===== config.mk =====
export PLATFORM = sky130hd
export DESIGN_NAME = scan_decoder
export DESIGN_NICKNAME = d
export VERILOG_FILES = /design/src/rtl/scan_decoder_pkg.sv /design/src/rtl/scan_decoder_onehot.sv /design/src/rtl/scan_decoder.sv
export SDC_FILE = /design/constraint.sdc
export NUM_CORES = 1
export LEC_CHECK = 0
export ABC_AREA = 0
export CORE_MARGIN = 2
export CORE_UTILIZATION = 39
export CTS_CLUSTER_SIZE = 20
export DETAILED_ROUTE_END_ITERATION = 12
export PLACE_DENSITY = 0.65
export SYNTH_ARGS = -nofsm -noshare
export SYNTH_HDL_FRONTEND = slang
export SYNTH_SLANG_ARGS = --single-unit

===== constraint.sdc =====
create_clock -name iClk -period 2.3 [get_ports iClk]
set_clock_uncertainty 0.15 [all_clocks]
set_input_delay 0.23 -clock iClk [delete_from_list [all_inputs] [get_ports iClk]]
set_output_delay 0.23 -clock iClk [all_outputs]
set_load 0.05 [all_outputs]

===== src/rtl/scan_decoder_pkg.sv =====
// scan_decoder_pkg: shared state encoding and G1/G2 enable decode for the decoder family.
package scan_decoder_pkg;

    typedef enum logic [1:0] {
        OFF    = 2'd0,
        DIRECT = 2'd1,
        SCAN   = 2'd2
    } state_t;

    // G1 is active-high, G2 active-low; any other combination disables.
    function automatic logic g_enable(input logic [1:0] ena);
        return ena[1] & ~ena[0];
    endfunction

endpackage


===== src/rtl/scan_decoder_onehot.sv =====
// onehot_n_decoder: combinational SEL_W-to-2**SEL_W active-low one-hot decode.
module onehot_n_decoder #(
    parameter int SEL_W = 3
) (
    input  logic [SEL_W-1:0]      sel,
    output logic [2**SEL_W-1:0]   data
);

    localparam int OUT_N = 2**SEL_W;

    assign data = ~(OUT_N'(1) << sel);

endmodule


===== src/rtl/scan_decoder.sv =====
// scan_decoder: registered active-low decoder with G1/G2 enables and an auto-scan mode
// that sweeps every line with a programmable dwell time.
module scan_decoder
    import scan_decoder_pkg::*;
#(
    parameter int SEL_W   = 3,
    parameter int DWELL_W = 16
) (
    input  logic                 iClk,
    input  logic                 iRst_n,
    input  logic [1:0]           iEna,
    input  logic                 iMode,
    input  logic [SEL_W-1:0]     iData,
    input  logic [DWELL_W-1:0]   iDwell,
    output logic [2**SEL_W-1:0]  oData,
    output logic [SEL_W-1:0]     oSel,
    output logic                 oWrap
);

    localparam int OUT_N = 2**SEL_W;

    state_t             state;
    state_t             next;
    logic [DWELL_W-1:0] cnt;
    logic               resume;
    logic [OUT_N-1:0]   lines;

    always_comb next = !g_enable(iEna) ? OFF : iMode ? SCAN : DIRECT;

    // resume marks a scan frozen by a disable; DIRECT or reset forces a fresh start at line 0.
    always_ff @(posedge iClk) begin
        if (!iRst_n) begin
            state  <= OFF;
            oSel   <= '0;
            cnt    <= '0;
            oWrap  <= 1'b0;
            resume <= 1'b0;
        end else begin
            state <= next;
            oWrap <= 1'b0;
            if (next == DIRECT) begin
                oSel   <= iData;
                cnt    <= '0;
                resume <= 1'b0;
            end else if (next == SCAN) begin
                resume <= 1'b1;
                if (!resume) begin
                    oSel <= '0;
                    cnt  <= '0;
                end else if (cnt >= iDwell) begin
                    cnt   <= '0;
                    oSel  <= oSel + 1'b1;
                    oWrap <= &oSel;
                end else begin
                    cnt <= cnt + 1'b1;
                end
            end
        end
    end

    onehot_n_decoder #(.SEL_W(SEL_W)) u_dec (
        .sel  (oSel),
        .data (lines)
    );

    assign oData = (state == OFF) ? '1 : lines;

endmodule


==> impl_metrics.json <==
{
  "drc_errors": 0,
  "max_freq_mhz": 409,
  "synthFlopType": "dfxtp_1",
  "netlist_area_sq_mm": 0.00164,
  "row_count": 23,
  "avgSynthCellArea_sq_um": 7.87,
  "period_share_pct": 106,
  "synth_edf_count": 0,
  "io_pins": 36,
  "firstDrtPassIters": 4,
  "cp.arrival_ps": 2440,
  "setup_tns_ps": -1040,
  "fin_nets": 333,
  "synth.distinct_cells": 37,
  "worst_path_most_repeated_cell": "buf_6",
  "vias": 1693,
  "outcome": "complete, but fails checks",
  "r2r_setup_slack_ps": -150,
  "ys_seq_elements": 23,
  "critical_path_required_ps": 2300,
  "crit_family": "simple AND/OR/NAND/NOR gates",
  "slew_headroom_pct": 66.0,
  "routabilityCongestion": 0.824,
  "yosysSeqAreaShare_pct": 28.0,
  "portBuffers": 35,
  "rsz0062_at_grt": "yes",
  "crit_chain": "ha_4 -> nand4_4 -> or3_4 -> or4_4 -> buf_6 -> buf_6 -> and4_4 -> a21oi_2 -> a31oi_1",
  "total_leakage_power_nw": 1.10,
  "initial_core_util_pct": 40.8,
  "fp.dieW_microns": 68.9,
  "clk_pin_slew_ps": 80,
  "drv_slew": 0,
  "die_height_microns": 68.9,
  "die_area_sq_mm": 0.00475,
  "cts.path.max_buffers": 2,
  "antenna_cells": 0,
  "track_usage_pct": 18.3,
  "slowest_delay_ps": 460,
  "viasPerCell": 5.05,
  "power_mw": 0.839,
  "dp_hpwl_microns": 3060,
  "drive_above_1_share_pct": 33.3,
  "hold_violations": 0,
  "syn_to_final_growth_pct": 61.6,
  "clock_latency_ps": 260,
  "antenna_found_initial": 0,
  "worst_slack_ps": -145,
  "cts_sinks": 23,
  "setup_violations": 17,
  "drtIter0Drc": 104,
  "ant_nets": 0,
  "power.density_mw_per_mm2": 316,
  "wl_per_cell_microns": 12.8,
  "n_fill_cell": 341,
  "h-tree-depth": 1,
  "fin_area_sq_mm": 0.00266,
  "grt_max_degree": 13,
  "failed_checks": "negative setup slack",
  "cts_tree": "yes",
  "regArea_sq_um": 465,
  "grt_pass1_vias": 1609,
  "wl_microns": 4280,
  "cp_num_buf_inv": 2,
  "postPlaceCellArea_sq_mm": 0.00226,
  "grt_pass1_wl_microns": 6650,
  "synthCells": 209,
  "grt_remaining_overflow": 0,
  "cp-end-kind": "register",
  "clock-root-buffer": "clkbuf_8",
  "peakVddDrop_uv": 208,
  "startpoint_type": "register",
  "async_flop_share_pct": 0,
  "synth_nets": 256,
  "cts_buffers": 3,
  "ys.warnings.count": 0,
  "hold_class": "reg -> reg",
  "core_area_sq_mm": 0.00403,
  "multi_input_area_sq_mm": 0.00132,
  "drv_cap": 0,
  "worst_pin_slew_ps": 508,
  "crit_type": "reg -> reg",
  "critPathMaxFanout": 6,
  "finalCriticalPeriod_ps": 2450,
  "critPathSlowestCell": "or4_4"
}
==> power by group <==
group / leakage [nW] / internal [mW] / switching, mW
logic: 0.895 / 0.0903 / 0.0868
registers: 0.187 / 0.402 / 0.00620
clock network: 0.0228 / 0.124 / 0.131
total: 1.10 / 0.616 / 0.224
==> timing repair <==
item	CTS	global route
buffers inserted	4	5
gates resized for setup	37	29
hold buffers	0	0
pin swaps	22	12
cloned	1	0
endpoints found under the setup margin	19	22
==> cells by family (layout without fill, tap and decap cells) <==
group | Yosys count | after routing | share of synthesized area, %
AO/OA/AOI/OAI | 47 | 47 | 17.4
XOR/XNOR | 2 | 2 | 1.07
adder cells (fa/ha/maj) | 23 | 23 | 17.5
buffers and inverters | 29 | 104 | 7.53
flip-flops | 23 | 23 | 28.0
multiplexers | 3 | 3 | 1.83
AND/OR/NAND/NOR | 82 | 83 | 26.6
==> routing by layer <==
| metal | vias to the layer above | track usage (%) | wire, microns |
|---|---|---|---|
| met1 | 762 | 22.7 | 1900 |
| met3 | 6 | 2.44 | 154 |
| li1 | 889 | - | - |
| met4 | 0 | 5.15 | 48 |
| met2 | 36 | 32.9 | 2180 |
| met5 | - | 0 | 0 |
==> path summary, 6_finish.rpt <==
| kind | start | endpoint | cells after the start |
|---|---|---|---|
| max | cnt[14]$_SDFFE_PP0N_ | cnt[6]$_SDFFE_PP0N_ | 9 |
| min | resume$_SDFFE_PP0N_ | resume$_SDFFE_PP0N_ | 2 |
| min reg2reg | resume$_SDFFE_PP0N_ | resume$_SDFFE_PP0N_ | 2 |
| max reg2reg | cnt[14]$_SDFFE_PP0N_ | cnt[6]$_SDFFE_PP0N_ | 9 |
==> layout make-up <==
cell class / count / area share (%)
Clock buffer: 4 / 1.70
Inverter: 26 / 3.67
Multi-Input combinational cell: 158 / 49.6
Sequential cell: 23 / 17.5
Tap cell: 50 / 2.36
Timing Repair Buffer: 74 / 25.2
==> cells in the mapped netlist (all sizes together), types with 3 or more instances <==
cell type  number  area, sq um
or3             6         37.5
nand2          30          113
o21ai          15         75.1
o21a            3         22.5
inv            26         97.6
dfxtp          23          460
nor2           14         55.1
a311oi          3         26.3
nand3          11         55.1
ha             23          288
nand4           5         43.8
a21oi          17         85.1
mux2i           3         30.0
==> flip-flops by register name, indices dropped and copies added, names as in the netlist <==
signal,flops
cnt,16
oSel,3
oWrap,1
resume,1
state,2
==> through the flow <==
stage / util (%) / hold slack (ps) / setup WS [ps] / instances
2_1_floorplan: - / 152 / 7.47 / 209
3_3_place_gp: 56.1 / 321 / -539 / 321
3_5_place_dp: 56.1 / 323 / -544 / 321
4_1_cts: 61.6 / 337 / -157 / 330
5_1_grt: 65.9 / 371 / -207 / 335
6_report: 65.9 / 333 / -145 / 335
==> worst reg2reg max path: cells and delay by family (launching register included) <==
kind | cells | cell delay, ps
AO/OA/AOI/OAI | 2 | 190
adder cells (fa/ha/maj) | 1 | 280
buffers and inverters | 2 | 260
flip-flops | 1 | 370
AND/OR/NAND/NOR | 4 | 1090
==> cell usage in the layout (no fill, tap or decap), types with 3 or more instances in the layout <==
cell,instances
o21a_1,3
buf_4,35
nand2_1,28
nand3_1,10
inv_1,19
a21oi_1,8
ha_1,15
clkdlybuf4s50_1,20
clkbuf_8,3
dfxtp_1,21
or3_1,4
nand4_1,3
o21ai_2,3
o21ai_1,8
a21oi_2,9
mux2i_1,3
ha_4,8
buf_6,8
dlymetal6s2s_1,5
nor2_1,13
inv_2,7
o21ai_0,4
dlygate4sd2_1,6
Power figures use the tool's default switching activity.
